### src/rtl/io_bus_master_pkg.sv
// Shared definitions for the memory-mapped I/O bus initiator: size codes,
// FSM states and defaults. Package name io_bus_pkg.
package io_bus_pkg;

  localparam logic [1:0] SZ_BYTE = 2'd0;
  localparam logic [1:0] SZ_HALF = 2'd1;
  localparam logic [1:0] SZ_WORD = 2'd2;

  localparam int IO_FLAG_BIT            = 31;
  localparam int DEFAULT_TIMEOUT_CYCLES = 1024;

  typedef enum logic [1:0] {
    ST_IDLE  = 2'd0,
    ST_ISSUE = 2'd1,
    ST_NEXT  = 2'd2,
    ST_RESP  = 2'd3
  } state_t;

  // Byte count for a size code; 0 marks the illegal encoding.
  function automatic logic [2:0] size_bytes(input logic [1:0] sz);
    case (sz)
      SZ_BYTE: return 3'd1;
      SZ_HALF: return 3'd2;
      SZ_WORD: return 3'd4;
      default: return 3'd0;
    endcase
  endfunction

endpackage

### src/rtl/io_bus_master_if.sv
// CPU request/response port plus byte-wide I/O controller bus of io_bus_master.
// Request: accepted on a CLK edge where REQ_VALID && REQ_READY; REQ_* must be
// stable while REQ_VALID waits. Response: RSP_VALID is a one-cycle pulse with no
// back-pressure. Bus: WE/RREQ held until the cycle RDY pulses, gated off by RDY.
interface io_bus_master_if;

  logic        REQ_VALID;
  logic        REQ_READY;
  logic        REQ_WE;
  logic [31:0] REQ_ADDR;
  logic [31:0] REQ_WDATA;
  logic [1:0]  REQ_SIZE;
  logic        REQ_UNSIGNED;
  logic        RSP_VALID;
  logic [31:0] RSP_RDATA;
  logic        RSP_ERR;
  logic [31:0] ADDR;
  logic [31:0] BUS_DOUT;
  logic        WE;
  logic        RREQ;
  logic        RDY;
  logic [31:0] BUS_DIN;

  modport master (
    input  REQ_VALID, REQ_WE, REQ_ADDR, REQ_WDATA, REQ_SIZE, REQ_UNSIGNED,
    output REQ_READY, RSP_VALID, RSP_RDATA, RSP_ERR,
    output ADDR, BUS_DOUT, WE, RREQ,
    input  RDY, BUS_DIN
  );

  modport slave (
    output REQ_VALID, REQ_WE, REQ_ADDR, REQ_WDATA, REQ_SIZE, REQ_UNSIGNED,
    input  REQ_READY, RSP_VALID, RSP_RDATA, RSP_ERR,
    input  ADDR, BUS_DOUT, WE, RREQ,
    output RDY, BUS_DIN
  );

endinterface

### src/rtl/io_bus_master_byte_lane.sv
// Load reassembly for io_bus_master: four registered byte lanes and a
// combinational sign/zero extension of the assembled value.
module io_byte_lane
  import io_bus_pkg::*;
(
  input  logic        CLK,
  input  logic        RST,
  input  logic        clr,
  input  logic        cap_en,
  input  logic [1:0]  cap_idx,
  input  logic [7:0]  cap_byte,
  input  logic [1:0]  size,
  input  logic        uns,
  output logic [31:0] result
);

  logic [3:0][7:0] lanes;

  always_ff @(posedge CLK or posedge RST) begin
    if (RST) begin
      lanes <= '0;
    end else if (clr) begin
      lanes <= '0;
    end else if (cap_en) begin
      lanes[cap_idx] <= cap_byte;
    end
  end

  always_comb begin
    result = lanes;
    case (size)
      SZ_BYTE: result = uns ? {24'h0, lanes[0]} : {{24{lanes[0][7]}}, lanes[0]};
      SZ_HALF: result = uns ? {16'h0, lanes[1], lanes[0]}
                            : {{16{lanes[1][7]}}, lanes[1], lanes[0]};
      default: result = lanes;
    endcase
  end

endmodule

### src/rtl/io_bus_master.sv
// CPU-side initiator: splits one load/store into little-endian byte transfers on
// the I/O controller bus and returns a single response. Optional RDY timeout
// is compiled in with `define IO_TIMEOUT_EN.
module io_bus_master
  import io_bus_pkg::*;
#(
  parameter int TIMEOUT_CYCLES = DEFAULT_TIMEOUT_CYCLES
)(
  input  logic            CLK,
  input  logic            RST,
  io_bus_master_if.master bus,
  output state_t          dbg_state
);

  state_t      state, state_n;
  logic        we_r, we_n;
  logic [31:0] base_r, base_n;
  logic [31:0] wdata_r, wdata_n;
  logic [1:0]  size_r, size_n;
  logic        uns_r, uns_n;
  logic        err_r, err_n;
  logic        flag_r, flag_n;
  logic [1:0]  idx_r, idx_n;
  logic [31:0] addr_r, addr_n;
  logic [7:0]  dout_r, dout_n;

  logic        lane_clr;
  logic        cap_en;
  logic [31:0] lane_result;
  logic [2:0]  req_bytes;
  logic [31:0] last_addr;
  logic [2:0]  cur_bytes;
  logic [1:0]  last_idx;
  logic [1:0]  idx_inc;

`ifdef IO_TIMEOUT_EN
  localparam int CW = (TIMEOUT_CYCLES > 1) ? $clog2(TIMEOUT_CYCLES) : 1;
  localparam logic [CW-1:0] TO_LAST = CW'(TIMEOUT_CYCLES - 1);
  logic [CW-1:0] cnt_r, cnt_n;
`endif

  always_ff @(posedge CLK or posedge RST) begin
    if (RST) begin
      state   <= ST_IDLE;
      we_r    <= 1'b0;
      base_r  <= '0;
      wdata_r <= '0;
      size_r  <= SZ_BYTE;
      uns_r   <= 1'b0;
      err_r   <= 1'b0;
      flag_r  <= 1'b0;
      idx_r   <= '0;
      addr_r  <= '0;
      dout_r  <= '0;
`ifdef IO_TIMEOUT_EN
      cnt_r   <= '0;
`endif
    end else begin
      state   <= state_n;
      we_r    <= we_n;
      base_r  <= base_n;
      wdata_r <= wdata_n;
      size_r  <= size_n;
      uns_r   <= uns_n;
      err_r   <= err_n;
      flag_r  <= flag_n;
      idx_r   <= idx_n;
      addr_r  <= addr_n;
      dout_r  <= dout_n;
`ifdef IO_TIMEOUT_EN
      cnt_r   <= cnt_n;
`endif
    end
  end

  always_comb begin
    state_n  = state;
    we_n     = we_r;
    base_n   = base_r;
    wdata_n  = wdata_r;
    size_n   = size_r;
    uns_n    = uns_r;
    err_n    = err_r;
    flag_n   = flag_r;
    idx_n    = idx_r;
    addr_n   = addr_r;
    dout_n   = dout_r;
    lane_clr = 1'b0;
    cap_en   = 1'b0;
`ifdef IO_TIMEOUT_EN
    cnt_n    = cnt_r;
`endif
    req_bytes = size_bytes(bus.REQ_SIZE);
    // Last byte address wraps mod 2^32, so a run crossing out of I/O space is caught.
    last_addr = bus.REQ_ADDR + 32'(req_bytes) - 32'd1;
    cur_bytes = size_bytes(size_r);
    last_idx  = 2'(cur_bytes - 3'd1);
    idx_inc   = idx_r + 2'd1;

    case (state)
      ST_IDLE: begin
        if (bus.REQ_VALID) begin
          we_n     = bus.REQ_WE;
          base_n   = bus.REQ_ADDR;
          wdata_n  = bus.REQ_WDATA;
          size_n   = bus.REQ_SIZE;
          uns_n    = bus.REQ_UNSIGNED;
          lane_clr = 1'b1;
          if (req_bytes == 3'd0 || !bus.REQ_ADDR[IO_FLAG_BIT] || !last_addr[IO_FLAG_BIT]) begin
            err_n   = 1'b1;
            state_n = ST_RESP;
          end else begin
            err_n   = 1'b0;
            idx_n   = 2'd0;
            flag_n  = 1'b1;
            addr_n  = bus.REQ_ADDR;
            dout_n  = bus.REQ_WDATA[7:0];
`ifdef IO_TIMEOUT_EN
            cnt_n   = '0;
`endif
            state_n = ST_ISSUE;
          end
        end
      end
      ST_ISSUE: begin
        if (bus.RDY) begin
          flag_n  = 1'b0;
          cap_en  = ~we_r;
          state_n = ST_NEXT;
        end
`ifdef IO_TIMEOUT_EN
        else if (cnt_r == TO_LAST) begin
          flag_n  = 1'b0;
          err_n   = 1'b1;
          state_n = ST_RESP;
        end else begin
          cnt_n = cnt_r + CW'(1);
        end
`endif
      end
      ST_NEXT: begin
        if (idx_r == last_idx) begin
          state_n = ST_RESP;
        end else begin
          idx_n   = idx_inc;
          addr_n  = base_r + 32'(idx_inc);
          dout_n  = 8'(wdata_r >> {idx_inc, 3'b000});
          flag_n  = 1'b1;
`ifdef IO_TIMEOUT_EN
          cnt_n   = '0;
`endif
          state_n = ST_ISSUE;
        end
      end
      ST_RESP: state_n = ST_IDLE;
      default: state_n = ST_IDLE;
    endcase
  end

  io_byte_lane u_lane (
    .CLK      (CLK),
    .RST      (RST),
    .clr      (lane_clr),
    .cap_en   (cap_en),
    .cap_idx  (idx_r),
    .cap_byte (bus.BUS_DIN[7:0]),
    .size     (size_r),
    .uns      (uns_r),
    .result   (lane_result)
  );

  // The controller leaves its wait state while RDY is high, so the request
  // must drop in that same cycle or it would start a second transfer.
  assign bus.WE        = flag_r &  we_r & ~bus.RDY;
  assign bus.RREQ      = flag_r & ~we_r & ~bus.RDY;
  assign bus.ADDR      = addr_r;
  assign bus.BUS_DOUT  = {24'h0, dout_r};
  assign bus.REQ_READY = (state == ST_IDLE);
  assign bus.RSP_VALID = (state == ST_RESP);
  assign bus.RSP_ERR   = (state == ST_RESP) & err_r;
  assign bus.RSP_RDATA = ((state == ST_RESP) && !err_r && !we_r) ? lane_result : 32'h0;
  assign dbg_state     = state;

  logic unused_ok;
  assign unused_ok = ^{bus.BUS_DIN[31:8], TIMEOUT_CYCLES[0]};

endmodule

### src/flat_wrapper.sv
// flat-port wrapper written by rule: the top's interface ports become plain ports
module io_bus_master_flat import io_bus_pkg::*;
#(
  parameter int TIMEOUT_CYCLES = DEFAULT_TIMEOUT_CYCLES
)
  (CLK, RST, dbg_state, bus_REQ_VALID, bus_REQ_WE, bus_REQ_ADDR, bus_REQ_WDATA, bus_REQ_SIZE, bus_REQ_UNSIGNED, bus_REQ_READY, bus_RSP_VALID, bus_RSP_RDATA, bus_RSP_ERR, bus_ADDR, bus_BUS_DOUT, bus_WE, bus_RREQ, bus_RDY, bus_BUS_DIN);
  io_bus_master_if bus_i ();
  input  logic CLK;
  input  logic RST;
  output state_t dbg_state;
  input wire logic [$bits(bus_i.REQ_VALID)-1:0] bus_REQ_VALID;
  input wire logic [$bits(bus_i.REQ_WE)-1:0] bus_REQ_WE;
  input wire logic [$bits(bus_i.REQ_ADDR)-1:0] bus_REQ_ADDR;
  input wire logic [$bits(bus_i.REQ_WDATA)-1:0] bus_REQ_WDATA;
  input wire logic [$bits(bus_i.REQ_SIZE)-1:0] bus_REQ_SIZE;
  input wire logic [$bits(bus_i.REQ_UNSIGNED)-1:0] bus_REQ_UNSIGNED;
  output wire logic [$bits(bus_i.REQ_READY)-1:0] bus_REQ_READY;
  output wire logic [$bits(bus_i.RSP_VALID)-1:0] bus_RSP_VALID;
  output wire logic [$bits(bus_i.RSP_RDATA)-1:0] bus_RSP_RDATA;
  output wire logic [$bits(bus_i.RSP_ERR)-1:0] bus_RSP_ERR;
  output wire logic [$bits(bus_i.ADDR)-1:0] bus_ADDR;
  output wire logic [$bits(bus_i.BUS_DOUT)-1:0] bus_BUS_DOUT;
  output wire logic [$bits(bus_i.WE)-1:0] bus_WE;
  output wire logic [$bits(bus_i.RREQ)-1:0] bus_RREQ;
  input wire logic [$bits(bus_i.RDY)-1:0] bus_RDY;
  input wire logic [$bits(bus_i.BUS_DIN)-1:0] bus_BUS_DIN;
  assign bus_i.REQ_VALID = bus_REQ_VALID;
  assign bus_i.REQ_WE = bus_REQ_WE;
  assign bus_i.REQ_ADDR = bus_REQ_ADDR;
  assign bus_i.REQ_WDATA = bus_REQ_WDATA;
  assign bus_i.REQ_SIZE = bus_REQ_SIZE;
  assign bus_i.REQ_UNSIGNED = bus_REQ_UNSIGNED;
  assign bus_REQ_READY = bus_i.REQ_READY;
  assign bus_RSP_VALID = bus_i.RSP_VALID;
  assign bus_RSP_RDATA = bus_i.RSP_RDATA;
  assign bus_RSP_ERR = bus_i.RSP_ERR;
  assign bus_ADDR = bus_i.ADDR;
  assign bus_BUS_DOUT = bus_i.BUS_DOUT;
  assign bus_WE = bus_i.WE;
  assign bus_RREQ = bus_i.RREQ;
  assign bus_i.RDY = bus_RDY;
  assign bus_i.BUS_DIN = bus_BUS_DIN;
  io_bus_master #(.TIMEOUT_CYCLES(TIMEOUT_CYCLES)) u_core (.CLK(CLK), .RST(RST), .bus(bus_i), .dbg_state(dbg_state));
endmodule
### config.mk
export PLATFORM = sky130hd
export DESIGN_NAME = io_bus_master_flat
export DESIGN_NICKNAME = d
export VERILOG_FILES = /design/src/rtl/io_bus_master_pkg.sv /design/src/rtl/io_bus_master_if.sv /design/src/rtl/io_bus_master_byte_lane.sv /design/src/rtl/io_bus_master.sv /design/src/flat_wrapper.sv
export SDC_FILE = /design/constraint.sdc
export NUM_CORES = 1
export LEC_CHECK = 0
export CAP_MARGIN = 20
export CORE_MARGIN = 2
export CORE_UTILIZATION = 35
export CTS_BUF_LIST = sky130_fd_sc_hd__clkbuf_4
export DETAILED_ROUTE_END_ITERATION = 10
export HOLD_SLACK_MARGIN = 0.08
export SLEW_MARGIN = 40
export SYNTH_ARGS = -nofsm -noshare
export SYNTH_HDL_FRONTEND = slang
export SYNTH_SLANG_ARGS = --single-unit
### constraint.sdc
create_clock -name CLK -period 5.57 [get_ports CLK]
set_clock_uncertainty 0.1 [all_clocks]
set_input_delay 1.114 -clock CLK [delete_from_list [all_inputs] [get_ports CLK]]
set_output_delay 1.114 -clock CLK [all_outputs]
set_load 0.01 [all_outputs]
# After elaboration in Yosys (flattened, before gate mapping)
# Cells that the tools add are included.
# W data, S select, Z words.
# word_totals
register_bits	146
out_inout_bits	103
# op_classes
add_sub_neg	5
n_lt_le_gt_ge	2
n_eq_ne	12
n_shift	1
muxes	38
n_bitwise	7
reduce_logical	20
# ops
operator	count
$mux W32	8
$pmux W32 S2	2
$add A32 B2 Y32	1
$add A32 B3 Y32	1
$bwmux W32	1
$mux W8	4
$shr A32 B5 Y8	1
$sub A32 B1 Y32 const B	1
$demux W8 S2	1
$pmux W8 S2	1
$mux W2	7
$mux W1	9
$pmux W3 S3	1
$eq A2 B2 Y1 const B	4
$ne A2 B2 Y1 const B	4
$pmux W2 S4	1
$eq A2 B1 Y1 const B	3
$logic_not A2 Y1	3
$pmux W2 S3	1
$and A1 B1 Y1	5
$reduce_and A5 Y1	1
$logic_not A1 Y1	4
$pmux W2 S2	1
$reduce_and A2 Y1	2
13 further kinds	18

# Logic depth before layout (Yosys ltp)
# Gate-level depths: netlist (run 1).
# depth
word_depth	9
ltp_mapped	13
depth_no_buf	12

# By module
# A second synthesis (run 1) with hierarchy kept.
# unflattened
cells_unflattened	811
area_unflattened_um2	8804.7
# modules_own_cells
module	n_inst	cells_each	area_per_inst_um2
io_bus_master	1	627	6998.0
io_byte_lane	1	184	1806.7

# Worst setup path after synthesis (run 1)
# OpenSTA, ideal clock, no wires.
# synth_path
path_type	input-to-reg
start	in bus_REQ_ADDR[21]
end	reg u_core.addr_r[10], in the netlist u_core.bus.ADDR[10]
setup_ps	125
t_arrival_ps	3267
required_ps	5345
slack_ps	2078
path_stages	11
path_buffers	1
path_cell_list	inv_1 ha_1 nand4_1 nor3_1 o41a_1 a211o_1 nor2_1 a211oi_4 o21ai_4 buf_6 mux2_4
# synth_via
elab_chain_cells	6
# synth_lines
item	line_no	rtl
from (decl)	flat_wrapper.sv:13	input wire logic [$bits(bus_i.REQ_ADDR)-1:0] bus_REQ_ADDR;
$add A32 B3 Y32	io_bus_master.sv:95	last_addr = bus.REQ_ADDR + 32'(req_bytes) - 32'd1;
$sub A32 B1 Y32	io_bus_master.sv:95	
$logic_not A1 Y1	io_bus_master.sv:109	if (req_bytes == 3'd0 || !bus.REQ_ADDR[IO_FLAG_BIT] || !last_addr[IO_FLAG_BIT]) begin
$logic_or A1 B1 Y1	io_bus_master.sv:109	
$ne A2 B2 Y1 (no source line)	--	
$reduce_and A4 Y1 (no source line)	--	
to (signal assigned)	io_bus_master.sv:68	addr_r <= addr_n;
to (decl)	io_bus_master.sv:24	logic [31:0] addr_r, addr_n;
# Every way passes these cells.
# A chain may end at the register's enable or synchronous reset.

# Worst setup path in the final report (run 1)
# layout_path
start	reg u_core.idx_r[0]
end	reg u_core.addr_r[26], in the netlist u_core.bus.ADDR[26]
# layout_via
elab_chain_cells	4
elab_cells_between_ends	7
cone_classes	2 x add/sub; 2 x eq/ne; 2 x mux; 1 x reduce/logical
# layout_lines
item	line_no	rtl
from (decl)	io_bus_master.sv:23	logic [1:0] idx_r, idx_n;
from (signal assigned)	io_bus_master.sv:67	idx_r <= idx_n;
$add A2 B1 Y2	io_bus_master.sv:98	idx_inc = idx_r + 2'd1;
$add A32 B2 Y32	io_bus_master.sv:146	addr_n = base_r + 32'(idx_inc);
$mux W32	io_bus_master.sv:142	if (idx_r == last_idx) begin
$pmux W32 S2	io_bus_master.sv:100	case (state)
# Parallel ways exist; a longest one is shown, timed or not. The select of a mux whose other input is x is not followed.

==> impl_metrics.csv, run 1 <==
group,metric,value,unit
run_status,status,"complete, no violations",
logic_synthesis,post-synth-top-count-cell,"nand2_1",
logic_synthesis,synth_common_cells,"nand2_1 (239), dfrtp_1 (146), a21oi_1 (99), inv_1 (57), nor2_1 (44)",
setup_path,rrSetupSlack,1470,ps
job,drv_cap,0,
setup_path,worstSetupPathDepth,11,
logic_synthesis,synth_largest_area_cell,"dfrtp_1",
routing,drc,0,
placed_design,dpl.cell_count,1361,
logic_synthesis,syn_area,8370,um2
setup_path,r2r_cells,11,
setup_path,cp_top_family,"simple AND/OR/NAND/NOR gates",
power_and_ir_drop,swShare,37.3,%
grt,antenna_found_initial,1,
setup_path,cp_slowest_cell,"dfrtp_1",
cts,cts_buffers,17,
power_and_ir_drop,p_seq_share,38.6,%
routing,firstDrtPassIters,4,
timing,hold_viol,0,
grt,overflow,0,
setup_path,worstPathArrival,4440,ps
routing,drt_iter0_markers,306,
hold_path,hp-start,"u_core.wdata_r[22]$_DFFE_PP0P_",
power_and_ir_drop,clkPwrFrac,14.9,%
timing,finalMaxSlewViolations,0,
hold_path,min_path_type,"reg -> reg",
power_and_ir_drop,ir_drop,0.000200,V
logic_synthesis,postSynthAreaPerCell,9.09,um2
grt,grt.total_usage,17.1,%
floorplan,core,23500,um2
logic_synthesis,synth_flop_cell,"dfrtp_1",
grt,grt_max_degree,105,
timing,fin_crit_sh,73.6,%
routing,wl,20700,um
timing,tightestPinTransition,780,ps
power_and_ir_drop,power.internal,0.00305,W
timing,rsz0062_at_grt,"no",
setup_path,critPathKind,"reg -> reg",
timing,fmax,0.244,GHz
setup_path,cp_max_fo,12,
power_and_ir_drop,leakage,4.78,nW
cts,clk_pin_slew,140,ps
floorplan,start_util,35.6,%
final_layout,area_growth,25.4,%
timing,maxSlewHeadroom,48.0,%
setup_path,r2r_end,"u_core.bus.ADDR[26]$_DFFE_PP0P_",
setup_path,critPathCapture,"u_core.bus.ADDR[26]$_DFFE_PP0P_",
placed_design,io_buffers,158,
timing,period_needed,4100,ps
logic_synthesis,synth_cell_types,49,
cts,postCtsHoldBufs,0,
logic_synthesis,synth_seq_cells,146,
power_and_ir_drop,p_switching,0.00181,W
cts,cts.repair.resized,0,
setup_path,rr_startpoint,"u_core.idx_r[0]$_DFFE_PP0P_",
final_layout,design_area,10500,um2
final_layout,finalNonFillerCells,1395,
setup_path,start_kind,"flop",
setup_path,worst-path-buf-inv,1,
cts,clk_latency,530,ps
final_layout,finalNetCount,1208,
floorplan,ios,207,
logic_synthesis,synth_edf_count,0,
placed_design,gp_congestion,0.818,
floorplan,die_y,159,um
setup_path,end_kind,"flop",
logic_synthesis,yosysWarnings,0,
power_and_ir_drop,cellPowerDensity,463,nW/um2
logic_synthesis,syn_inst,920,
floorplan,rows,56,
grt,grt_pass1_vias,6423,
floorplan,dieWidth,159,um
grt,grt_pass1_wl,33500,um
logic_synthesis,yosys-top-cells-area,"dfrtp_1 (44%), nand2_1 (11%), mux2_4 (6.8%), ha_1 (6.1%), a21oi_1 (5.9%)",
logic_synthesis,async_flop_share,100,%
cts,cts_sinks,146,
final_layout,drive_above_1_share,10.2,%
routing,ant_nets,0,
power_and_ir_drop,pwr-share-comb,46.4,%
floorplan,die_area,25200,um2
timing,hold_ws,384,ps
logic_synthesis,synth-seq-area-share,43.7,%
setup_path,cp-startpoint,"u_core.idx_r[0]$_DFFE_PP0P_",
placed_design,placed_area,10200,um2
routing,wl_per_cell,14.8,um
cts,cts_buffer_depth,2,
timing,fin_setup_tns,0,ps
setup_path,required,5910,ps
setup_path,max_stage_delay,820,ps
cts,cts_root_buf,"clkbuf_4",
placed_design,hpwl,14400,um
logic_synthesis,synth.top_cell.area_share,43.7,%
setup_path,path_cells,"inv_1, ha_1, fa_1, and3_1, and4_1, nand2_1, nor3_1, nand4_1, xor2_1, a21oi_1, mux2_4",
cts,htreeDepth,4,
routing,vias,6491,
timing,setup_viol,0,
cts,cts_tree,"yes",
cts,post_cts_buffers,0,
routing,viasPerCell,4.65,
## power by group through the flow
stage	Sequential [W]	Combinational [W]	Clock, W
floorplan	0.00185	0.00155	0
global placement	0.00189	0.00224	0
detailed placement	0.00190	0.00228	0
CTS	0.00188	0.00229	0.000755
global route	0.00195	0.00252	0.000796
finish	0.00188	0.00226	0.000726
## sequential cells by signal, indices dropped and copies added, names as in the netlist, 2 cells and up
| name | flops |
|---|---|
| u_core.dout_r | 8 |
| u_core.idx_r | 2 |
| u_core.bus.ADDR | 32 |
| u_core.dbg_state | 2 |
| u_core.size_r | 2 |
| u_core.u_lane.lanes | 32 |
| u_core.wdata_r | 32 |
| u_core.base_r | 32 |
## worst min-delay path by stage
stage	to	slack (ps)	cells past startpoint
after floorplan	u_core.wdata_r[24]$_DFFE_PP0P_	340	2
after global placement	u_core.wdata_r[24]$_DFFE_PP0P_	350	2
after detailed placement	u_core.wdata_r[26]$_DFFE_PP0P_	360	2
after CTS	u_core.wdata_r[26]$_DFFE_PP0P_	390	2
after global routing	u_core.wdata_r[26]$_DFFE_PP0P_	400	2
final	u_core.wdata_r[22]$_DFFE_PP0P_	380	2
## cell type report
cell class | count | area, um2
diodes | 1 | 2.50
clock buffers | 19 | 143
repair buffers | 169 | 1690
multi-input cells | 671 | 4220
fillers | 2355 | 13000
clock inverters | 13 | 160
inverters | 57 | 221
flip-flops and latches | 146 | 3650
well taps | 319 | 399
## placed cells by master, fill, tap and decap left out, types with 14 or more instances in the layout
| cell type | n |
|---|---|
| a21oi_1 | 99 |
| mux2_4 | 38 |
| inv_1 | 56 |
| clkdlybuf4s50_1 | 158 |
| nand3_1 | 14 |
| nor2_1 | 44 |
| and2_1 | 14 |
| ha_1 | 40 |
| conb_1 | 24 |
| clkbuf_4 | 19 |
| o21ai_0 | 42 |
| dfrtp_1 | 145 |
| xor2_1 | 22 |
| nand2_1 | 238 |
## logic make-up (layout without fill, tap and decap cells)
group / after synthesis / in the layout / share of synthesized area (%)
xor+xnor: 30 / 30 / 3.14
fa+ha+maj: 42 / 42 / 6.37
flops: 146 / 146 / 43.7
buf+inv: 126 / 258 / 7.09
compound gates: 162 / 162 / 10.7
other cells: 1 / 25 / 0.0448
mux: 61 / 61 / 10.9
simple gates: 352 / 352 / 18.1
## worst reg2reg max path, cell delays in order (launching register included)
cell and delay [ps]:
dfrtp_1 820, inv_1 300, ha_1 470, fa_1 260
and3_1 230, and4_1 360, nand2_1 140, nor3_1 580
nand4_1 200, xor2_1 190, a21oi_1 90, mux2_4 290
## per-stage QoR
step	utilization (%)	total power [W]	setup slack (ps)
floorplan	-	0.00340	433
global route	44.7	0.00527	1200
detailed placement	43.3	0.00417	963
global placement	43.2	0.00413	993
finish	44.7	0.00486	1470
CTS	44.5	0.00492	1380
## layer usage
metal | vias up | track usage (%) | share of wire, %
met1 | 3066 | 24.3 | 49
li1 | 3287 | - | -
met5 | - | 0 | 0
met4 | 0 | 4.16 | 1.0
met3 | 12 | 3.29 | 4.1
met2 | 126 | 26.9 | 45
(Power assumes the default switching activity.)
==> run 2, diff against run 1 <==
==> constraint.sdc (replaced) <==
create_clock -name CLK -period 3.7 [get_ports CLK]
set_clock_uncertainty 0.1 [all_clocks]
set_input_delay 0.74 -clock CLK [delete_from_list [all_inputs] [get_ports CLK]]
set_output_delay 0.74 -clock CLK [all_outputs]
set_load 0.01 [all_outputs]
==> run 2 against run 1 <==
Against the previous run: global-route usage decreased by 0.095 points; clock power increased by 57%; core utilization increased by 0.83 points; largest power group unchanged; worst hold slack got worse by 75 ps; sequential share of layout area decreased by 0.65 points; final area increased by 1.9%; sequential power increased by 47%; die area unchanged.
==> impl_metrics.csv, run 2 (synthesis gave the netlist of run 1 again) <==
group,metric,value,unit
setup_path,required,2860,ps
final_layout,final_cell_mix,"nand2_1 (238), clkdlybuf4s50_1 (158), dfrtp_1 (146), a21oi_1 (99), inv_1 (56)",
final_layout,fillers,2329,
setup_path,cp_max_fo,13,
cts,htreeDepth,4,
routing,firstDrtPassIters,4,
grt,overflow,0,
timing,fin_crit_sh,94.2,%
placed_design,hpwl,14600,um
floorplan,die_area,25200,um2
floorplan,start_util,35.6,%
final_layout,finalNetCount,1227,
grt,antenna_found_initial,1,
final_layout,drive_above_1_share,11.6,%
placed_design,io_buffers,158,
grt,grt_max_degree,99,
setup_path,end_kind,"output pin",
routing,wl,20700,um
cts,cts_buffers,17,
cts,cts_sinks,146,
timing,fin_setup_tns,0,ps
floorplan,core,23500,um2
timing,period_needed,3490,ps
final_layout,design_area,10700,um2
routing,drc,0,
placed_design,gp_congestion,0.788,
job,drv_cap,0,
grt,grt.total_usage,17.0,%
timing,fmax,0.287,GHz
power_and_ir_drop,ir_drop,0.000319,V
floorplan,die_y,159,um
cts,post_cts_buffers,0,
routing,ant_nets,0,
final_layout,area_growth,27.7,%
timing,finalMaxSlewViolations,0,
hold_path,min_path_type,"in -> async",
setup_path,critPathKind,"reg -> out",
routing,wl_per_cell,14.7,um
cts,cts_tree,"yes",
cts,clk_pin_slew,130,ps
placed_design,placed_area,10400,um2
timing,maxSlewHeadroom,49.2,%
power_and_ir_drop,cellPowerDensity,695,nW/um2
timing,rsz0062_at_grt,"no",
floorplan,dieWidth,159,um
floorplan,ios,207,
floorplan,rows,56,
power_and_ir_drop,leakage,4.88,nW
routing,viasPerCell,4.64,
setup_path,start_kind,"flop",
timing,hold_viol,0,
cts,clk_latency,540,ps
setup_path,worstPathArrival,2650,ps
routing,drt_iter0_markers,280,
run_status,status,"complete, no violations",
cts,cts_buffer_depth,2,
cts,cts_root_buf,"clkbuf_4",
grt,grt_pass1_vias,6310,
timing,setup_viol,0,
timing,tightestPinTransition,762,ps
grt,grt_pass1_wl,33300,um
routing,vias,6553,
final_layout,final_common_cell,"nand2_1",
==> run 2: worst paths after layout <==
check,start,endpoint,slack (ps),depth (start not counted)
setup reg to reg,u_core.idx_r[1]$_DFFE_PP0P_,u_core.bus.ADDR[26]$_DFFE_PP0P_,240,11
setup / recovery,u_core.size_r[0]$_DFFE_PP0P_,bus_RSP_RDATA[13],210,3
max in group asynchronous,RST,u_core.base_r[13]$_DFFE_PP0P_,2460,3
hold reg to reg,u_core.wdata_r[24]$_DFFE_PP0P_,u_core.wdata_r[24]$_DFFE_PP0P_,390,2
hold / removal,RST,u_core.wdata_r[9]$_DFFE_PP0P_,310,2
min in group CLK,u_core.wdata_r[24]$_DFFE_PP0P_,u_core.wdata_r[24]$_DFFE_PP0P_,390,2
==> run 2: stage by stage <==
| step | power [W] | utilization (%) | setup WS [ps] | hold WS [ps] | instances |
|---|---|---|---|---|---|
| after floorplan | 0.00511 | - | 353 | 340 | 943 |
| final | 0.00743 | 45.5 | 214 | 309 | 1413 |
| after global placement | 0.00629 | 44.1 | -200 | 355 | 1381 |
| after detailed placement | 0.00637 | 44.1 | -271 | 359 | 1381 |
| after CTS | 0.00754 | 45.5 | 147 | 235 | 1412 |
| after global routing | 0.00805 | 45.5 | 25.2 | 229 | 1413 |
==> run 2: power breakdown <==
| part | total [W] | internal [W] | switching (W) |
|---|---|---|---|
| sequential | 0.00277 | 0.00227 | 0.000501 |
| clock | 0.00114 | 0.000531 | 0.000613 |
| combinational | 0.00351 | 0.00189 | 0.00162 |
==> run 2: timing repair <==
item                                    CTS  global route
endpoints found under the setup margin    0            11
hold buffers                              0             0
resized for setup                         0             1
==> run 2: area by class of cell <==
type	count	area [um2]	share of cell area, %
multi-input cells	671	4240	39.7
flip-flops and latches	146	3650	34.2
repair buffers	188	1860	17.4
well taps	319	399	3.74
inverters	57	218	2.04
clock inverters	14	190	1.78
clock buffers	17	128	1.19
diodes	1	2.50	0.0234
==> run 2: metal layers <==
metal / global-route usage (%) / wire, um / vias up
met5: 0 / 0 / -
met4: 4.68 / 226 / 0
met1: 24.1 / 10200 / 3089
li1: - / - / 3330
met2: 26.4 / 9550 / 118
met3: 3.46 / 772 / 16
==> run 2: worst max-delay path, cell delays in order, from the launching register on <==
cell	delay (ps)
dfrtp_1	530
or4b_2	840
a21oi_1	190
clkdlybuf4s50_1	560
==> run 3, diff against run 2 <==
--- a/config.mk
+++ b/config.mk
@@ -10,7 +10,6 @@
 export CORE_UTILIZATION = 35
 export CTS_BUF_LIST = sky130_fd_sc_hd__clkbuf_4
 export DETAILED_ROUTE_END_ITERATION = 10
-export HOLD_SLACK_MARGIN = 0.08
 export SLEW_MARGIN = 40
 export SYNTH_ARGS = -nofsm -noshare
 export SYNTH_HDL_FRONTEND = slang
==> results of run 3 <==
Final layout, timing and power as in run 2 (identical DEF).
